File: src/rtl/parking_lot_occupancy.sv
// parking_lot_occupancy
//   Single-lane car-park occupancy tracker. Two beam sensors (a = outer,
//   b = inner) are synchronised and decoded by a direction sequence FSM.
//   A capacity-limited occupancy count is held in binary and, in parallel,
//   as two BCD digits so the display mux needs no divider.
//
//   Parameters
//     CAPACITY  maximum occupancy, 1..99 (two BCD digits)
//     CNT_W     binary count width, 2**CNT_W > CAPACITY
//
//   Ports
//     clk        system clock, all state on the rising edge
//     reset      asynchronous, active-high, clears all state
//     a, b       outer / inner sensor levels, debounced but asynchronous
//     enter      one-cycle pulse: complete entry sequence decoded
//     exit       one-cycle pulse: complete exit sequence decoded
//     count      occupancy, binary
//     count_bcd  occupancy, [7:4] tens, [3:0] ones
//     full       count == CAPACITY
//     empty      count == 0
//     reject     one-cycle pulse: entry decoded while full
//     underflow  sticky: exit decoded while empty, cleared only by reset
//
//   Interface timing: there is no backpressure. enter/exit/reject are
//   single-cycle strobes with no ready; a consumer must sample them on the
//   cycle they are high. count/count_bcd/full/empty are level outputs that
//   change only on the edge after an enter/exit strobe.
module parking_lot_occupancy #(
  parameter int CAPACITY = 99,
  parameter int CNT_W    = 7
) (
  input  logic             clk,
  input  logic             reset,
  input  logic             a,
  input  logic             b,
  output logic             enter,
  output logic             exit,
  output logic [CNT_W-1:0] count,
  output logic [7:0]       count_bcd,
  output logic             full,
  output logic             empty,
  output logic             reject,
  output logic             underflow
);

  localparam logic [CNT_W-1:0] CAP_C = CNT_W'(CAPACITY);

  typedef enum logic [2:0] {
    IDLE = 3'd0,
    ENT1 = 3'd1,
    ENT2 = 3'd2,
    ENT3 = 3'd3,
    EXT1 = 3'd4,
    EXT2 = 3'd5,
    EXT3 = 3'd6
  } state_t;

  state_t     state;
  state_t     state_nxt;
  logic       enter_nxt;
  logic       exit_nxt;
  logic [1:0] a_sync;
  logic [1:0] b_sync;
  logic [1:0] ab;

  // ---------------------------------------------------------------
  // Two-flop synchronisers; ab is the pair the FSM decodes.
  // ---------------------------------------------------------------
  always_ff @(posedge clk or posedge reset) begin
    if (reset) begin
      a_sync <= 2'b00;
      b_sync <= 2'b00;
    end else begin
      a_sync <= {a_sync[0], a};
      b_sync <= {b_sync[0], b};
    end
  end

  assign ab = {a_sync[1], b_sync[1]};

  // ---------------------------------------------------------------
  // Direction FSM. Entry walks 10 -> 11 -> 01 -> 00, exit is the
  // mirror (01 -> 11 -> 10 -> 00). A step back along the path is
  // allowed (car hesitating); any other jump abandons the sequence.
  // ---------------------------------------------------------------
  always_ff @(posedge clk or posedge reset) begin
    if (reset) begin
      state <= IDLE;
      enter <= 1'b0;
      exit  <= 1'b0;
    end else begin
      state <= state_nxt;
      enter <= enter_nxt;
      exit  <= exit_nxt;
    end
  end

  always_comb begin
    state_nxt = state;
    enter_nxt = 1'b0;
    exit_nxt  = 1'b0;
    case (state)
      IDLE: begin
        if (ab == 2'b10)      state_nxt = ENT1;
        else if (ab == 2'b01) state_nxt = EXT1;
      end
      ENT1: begin
        if (ab == 2'b11)                        state_nxt = ENT2;
        else if (ab == 2'b00 || ab == 2'b01)    state_nxt = IDLE;
      end
      ENT2: begin
        if (ab == 2'b01)      state_nxt = ENT3;
        else if (ab == 2'b10) state_nxt = ENT1;
        else if (ab == 2'b00) state_nxt = IDLE;
      end
      ENT3: begin
        if (ab == 2'b00) begin
          state_nxt = IDLE;
          enter_nxt = 1'b1;
        end else if (ab == 2'b11) begin
          state_nxt = ENT2;
        end else if (ab == 2'b10) begin
          state_nxt = IDLE;
        end
      end
      EXT1: begin
        if (ab == 2'b11)                        state_nxt = EXT2;
        else if (ab == 2'b00 || ab == 2'b10)    state_nxt = IDLE;
      end
      EXT2: begin
        if (ab == 2'b10)      state_nxt = EXT3;
        else if (ab == 2'b01) state_nxt = EXT1;
        else if (ab == 2'b00) state_nxt = IDLE;
      end
      EXT3: begin
        if (ab == 2'b00) begin
          state_nxt = IDLE;
          exit_nxt  = 1'b1;
        end else if (ab == 2'b11) begin
          state_nxt = EXT2;
        end else if (ab == 2'b01) begin
          state_nxt = IDLE;
        end
      end
      default: state_nxt = IDLE;
    endcase
  end

  // ---------------------------------------------------------------
  // Occupancy counter, binary and BCD updated side by side so the two
  // always agree without a binary-to-BCD conversion.
  // ---------------------------------------------------------------
  function automatic logic [7:0] bcd_inc(input logic [7:0] v);
    if (v[3:0] == 4'd9) return {v[7:4] + 4'd1, 4'd0};
    else                return {v[7:4], v[3:0] + 4'd1};
  endfunction

  function automatic logic [7:0] bcd_dec(input logic [7:0] v);
    if (v[3:0] == 4'd0) return {v[7:4] - 4'd1, 4'd9};
    else                return {v[7:4], v[3:0] - 4'd1};
  endfunction

  always_ff @(posedge clk or posedge reset) begin
    if (reset) begin
      count     <= '0;
      count_bcd <= 8'h00;
      reject    <= 1'b0;
      underflow <= 1'b0;
    end else begin
      reject <= 1'b0;
      if (enter) begin
        if (count < CAP_C) begin
          count     <= count + CNT_W'(1);
          count_bcd <= bcd_inc(count_bcd);
        end else begin
          reject <= 1'b1;
        end
      end else if (exit) begin
        if (count != '0) begin
          count     <= count - CNT_W'(1);
          count_bcd <= bcd_dec(count_bcd);
        end else begin
          underflow <= 1'b1;
        end
      end
    end
  end

  assign full  = (count == CAP_C);
  assign empty = (count == '0);

endmodule

File: config.mk
export PLATFORM = sky130hd
export DESIGN_NAME = parking_lot_occupancy
export DESIGN_NICKNAME = d
export VERILOG_FILES = /design/src/rtl/parking_lot_occupancy.sv
export SDC_FILE = /design/constraint.sdc
export NUM_CORES = 1
export LEC_CHECK = 0
export BUFFER_PORTS_ARGS = -buffer_cell sky130_fd_sc_hd__buf_2
export CAP_MARGIN = 5
export CORE_MARGIN = 2
export CORE_UTILIZATION = 60
export DETAILED_ROUTE_END_ITERATION = 6
export PLACE_DENSITY = 0.83
export SYNTH_ARGS = -nofsm -noshare
export SYNTH_HDL_FRONTEND = slang
export SYNTH_SLANG_ARGS = --single-unit
File: constraint.sdc
create_clock -name clk -period 5.78 [get_ports clk]
set_clock_uncertainty 0.1 [all_clocks]
set_input_delay 1.156 -clock clk [delete_from_list [all_inputs] [get_ports clk]]
set_output_delay 1.156 -clock clk [all_outputs]
set_load 0.01 [all_outputs]
# After elaboration in Yosys (flattened, before gate mapping)
# Index checks and enable logic that the tools add are counted.
# classes
n_bitwise	2
add_sub_neg	6
reduce_logical	14
magnitude_cmp	1
muxes	33
eq_ne	18
# op_table
op	n
3-bit two-way mux	17
8-bit two-way mux	6
7-bit two-way mux	4
3-bit case mux with 7 select lines	1
5-bit AND reduction	2
3-bit equality test (second input constant)	3
3-bit != test (second input constant)	3
4-bit by 1-bit adder with 4-bit output (second input constant)	2
4-bit != test (second input constant)	2
4-bit by 1-bit subtractor with 4-bit output (second input constant)	2
7-bit by 1-bit adder with 7-bit output (second input constant)	1
7-bit equality test (second input constant)	1
7-bit zero test	1
7-bit < comparator (second input constant)	1
7-bit nonzero test	1
7-bit by 1-bit subtractor with 7-bit output (second input constant)	1
3-bit by 2-bit equality test with 1-bit output (second input constant)	2
3-bit AND reduction	2
2-bit nonzero test	3
1-bit two-way mux	5
2-bit equality test (second input constant)	2
4-bit equality test (second input constant)	1
4-bit zero test	1
2-bit by 1-bit != test with 1-bit output (second input constant)	2
6 further kinds	8
# word_totals
ff_bits	26
output_inout_bits	21

# Depth between registers and ports, before layout
# depth
word_depth	5
ltp_mapped	8
ltp_nobuf	7

# Worst setup path after synthesis
# Ideal clock, no wire load.
# synth_path
kind	register to output
start	register count[0]
end	output port full
n_path_buf	0
setup_slack_ns	3.498
arrival_time_ns	1.026
stages_incl_launch_ff	3
path_cell_list	dfrtp_1 nand4_1 nor4_1
# synth_between
elab_chain_len	1
# synth_rtl
element	line_no	rtl
start, declared	38	output logic [CNT_W-1:0] count,
start signal, assigned	173	count <= count + CNT_W'(1);
start signal, assigned	180	count <= count - CNT_W'(1);
7-bit equality test	189	assign full = (count == CAP_C);
end, declared	40	output logic full,
# Every way passes these cells.

# Final worst setup path
# layout_path
start	register count[0]
end	output port empty
# layout_between
elab_chain_len	1
# layout_rtl
element	line_no	rtl
7-bit zero test	190	assign empty = (count == '0);
end, declared	41	output logic empty,
# Every way passes these cells.

==> metrics.md <==
| Metric | Value |
|---|---|
| Final worst path period need | roughly 2.8 ns |
| # setup viols final | 0 |
| Distinct cells, synth | 41 |
| Wire per inst | 15.0 um |
| CP max-delay cell | dfrtp_1 |
| Final setup TNS | 0 ns |
| Inst Count DP | 226 |
| Hold Path Class | flip-flop to flip-flop |
| Slew margin rel. | 0.359 |
| Pins Over Slew Limit | 0 |
| Worst Path Max Fanout | 8 |
| Total Routing Usage GR | 0.234 |
| Register area | 651 um2 |
| Worst-path cell chain | nor4_1 > and2_1 > buf_2 |
| Top delay family on crit path | simple AND/OR/NAND/NOR gates |
| Multi-input logic area | 928 um2 |
| Port buffer count | 24 |
| Num CTS Buffers | 3 |
| First-pass GRT wire length | 5950 um |
| Hold_buf cts | 0 |
| Initial Utilization | 0.615 |
| Peak VDD IR | 0.000303 V |
| ANT cells | 0 |
| Synth Net Count | 197 |
| Filler cell count | roughly 230 |
| Worst EP required | about 4.5 ns |
| Initial antenna violation count | 0 |
| Worst R2R Setup Slack | 3.24 ns |
| Post-synthesis sequential area ratio | 0.394 |
| Critical Path AT | 1.53 ns |
| Post-Layout Cell Count | 230 |
| Fraction of layout cells with a size suffix above 1 | 0.161 |
| Post-cts sizing count | 0 |
| Vias in the first global route | 1397 |
| DP HPWL | 2530 um |
| GP Congestion | ~0.93 |
| Layout Utilization | 0.682 |
| Syn Std Cell Area | 1650 um2 |
| Synth Area in Simple Gates | 0.179 |
| Die ar. | 3190 um2 |
| Post-Synth Adder-Cell Area | 0.111 |
| CTS tree | done |
| Gr ovfl total | 0 |
| Lkg Pwr | 0.854 nW |
| Largest family of logic cells by synthesized area | compound AO/OA/AOI/OAI gates |
| FMAX | about 0.36 GHz |
| CP Buf/Inv Count | 1 |
| # rows | 19 |
| Initial drt markers | 64 |
| Post-CTS Setup Bufs | 0 |
| RSZ-0062 raised after global routing | false |
| PnR worst setup slack | 2.99 ns |
| DRT antenna net count | 0 |
| Die height | 56.5 um |
| Area Growth Syn to Fin | 10.8% |
| Nets | 218 |
| Status | complete, no violations |
| Place WS | 3.29 ns |
| Post-Syn Instances | 179 |
| Flops & latches, synth | 26 |
| Proportion of synthesized area in mux cells | 0.00606 |
| Clk root buf | clkbuf_4 |
| Vias | 1436 |
| Clk slew on worst S/H paths | 0.14 ns |
| Power Dens Cells | 452 nW/um2 |
| Max-cap viol count | 0 |
| Boundary pin count | 25 |
| Ys async rst share | 1.00 |
| Clock sinks | 26 |
| Syn Area/Cell | 9.23 um2 |
| Largest net degree at the start of global routing | 27 |
| Design Power | 0.828 mW |
| Top_reg_cell synth | dfrtp_1 |
| CP max stage delay | 0.53 ns |
| DRC | 0 |
| Startpoint type of the worst setup path | flip-flop |
| Routed vias/inst | around 6.2 |
| Tightest Pin Transition | 0.961 ns |
| TritonRoute pass-1 iters | 4 |
| Worst skew pair latency | 0.32 ns |
| WS Path Type | flip-flop to output pin |
| Post-synthesis compound-gate area fraction | 0.207 |
| Final Hold Fails | 0 |
| Tcrit/Tclk final | 0.482 |
| WL final | ~3500 um |
| EDFF count, synth | 0 |
| Die W | 56.5 um |
| Core Area | 2690 um2 |
| Area share of xor/xnor cells in the synthesized design | 0.0583 |
| Deepest clock path buffer count | 2 |
| H-tree depth | 1 |
| Yosys warnings | 0 |
| Critical path capture point type | output pin |
metrics by stage:
stage | instance area, um2 | hold slack, ns
6_report | 1830 | 0.265
5_1_grt | 1830 | 0.278
4_1_cts | 1830 | 0.268
3_5_place_dp | 1780 | 0.236
3_3_place_gp | 1780 | 0.232
2_1_floorplan | 1650 | 0.231
cell families after synthesis:
group                      Yosys count
muxes                                1
adders and majority gates           14
xor gates and xnor gates            11
AOI/OAI and AO/OA                   50
DFF                                 26
and+or+nand+nor                     58
buffers and inverters               19
metal layers:
metal	GRT usage	vias up	routed length [um]	share of wire
li1	-	684	-	-
met2	0.394	33	1700	0.49
met1	0.304	713	1590	0.46
met3	0.0230	6	116	0.034
met4	0.105	0	44	0.013
met5	0	-	0	0
synth_stat cells, types with 2 or more instances:
| cell | count | share of area |
|---|---|---|
| o22ai_1 | 4 | 0.015 |
| a21oi_1 | 11 | 0.033 |
| a211o_1 | 2 | 0.011 |
| nand2_1 | 16 | 0.036 |
| nand4_1 | 2 | 0.0076 |
| nor2_1 | 9 | 0.020 |
| dfrtp_1 | 26 | 0.39 |
| clkbuf_1 | 6 | 0.014 |
| o21ai_0 | 12 | 0.036 |
| xor2_1 | 5 | 0.026 |
| inv_1 | 11 | 0.025 |
| xnor2_1 | 6 | 0.032 |
| a211oi_1 | 4 | 0.018 |
| nor4b_1 | 2 | 0.011 |
| a31o_2 | 2 | 0.011 |
| nor3_1 | 10 | 0.030 |
| nand2b_1 | 2 | 0.0076 |
| a21o_1 | 3 | 0.014 |
| nand3_1 | 2 | 0.0061 |
| nor2b_1 | 2 | 0.0076 |
| o21bai_1 | 2 | 0.0091 |
| nor3b_1 | 3 | 0.014 |
| nor4_1 | 5 | 0.019 |
| ha_1 | 13 | 0.098 |
| or3_1 | 2 | 0.0076 |
| buf_2 | 2 | 0.0061 |
final cells by class:
type | instances | share of cell area
Multi-Input combinational cell | 134 | 0.507
Sequential cell | 26 | 0.355
Timing Repair Buffer | 24 | 0.0656
Inverter | 11 | 0.0225
Tap cell | 31 | 0.0212
Clock inverter | 1 | 0.0164
Clock buffer | 3 | 0.0123
worst paths after layout:
| path | to | start | depth (start not counted) |
|---|---|---|---|
| hold / removal | a_sync[1]$_DFF_PP0_ | a_sync[0]$_DFF_PP0_ | 0 |
| setup reg to reg | count[6]$_DFFE_PP0P_ | enter$_DFF_PP0_ | 7 |
| setup / recovery | empty | count[0]$_DFFE_PP0P_ | 3 |
| hold reg to reg | a_sync[1]$_DFF_PP0_ | a_sync[0]$_DFF_PP0_ | 0 |
| max in group asynchronous | state[0]$_DFFE_PP0P_ | reset | 2 |
| min in group asynchronous | count_bcd[7]$_DFFE_PP0P_ | reset | 2 |
state kept, by name, indices dropped and copies added, names as in the netlist:
name,cells
count_bcd,8
count,7
state,3
a_sync,2
b_sync,2
enter,1
exit,1
reject,1
underflow,1
layout by cell type (no fill, tap or decap), types with 4 or more instances in the layout:
master and instances:
a211oi_1 4, nor2_1 9, xnor2_1 6, o21ai_0 12, o22ai_1 4, nor3_1 10, buf_2 24, inv_1 11
a21oi_1 11, ha_1 13, nand2_1 16, dfrtp_1 26, xor2_1 5, nor4_1 5
report_power, final:
group	switching, mW	internal, mW
sequential	0.105	0.230
clock	0.0544	0.0701
combinational	0.188	0.181
Note: power is estimated with default switching activity, not from simulation.
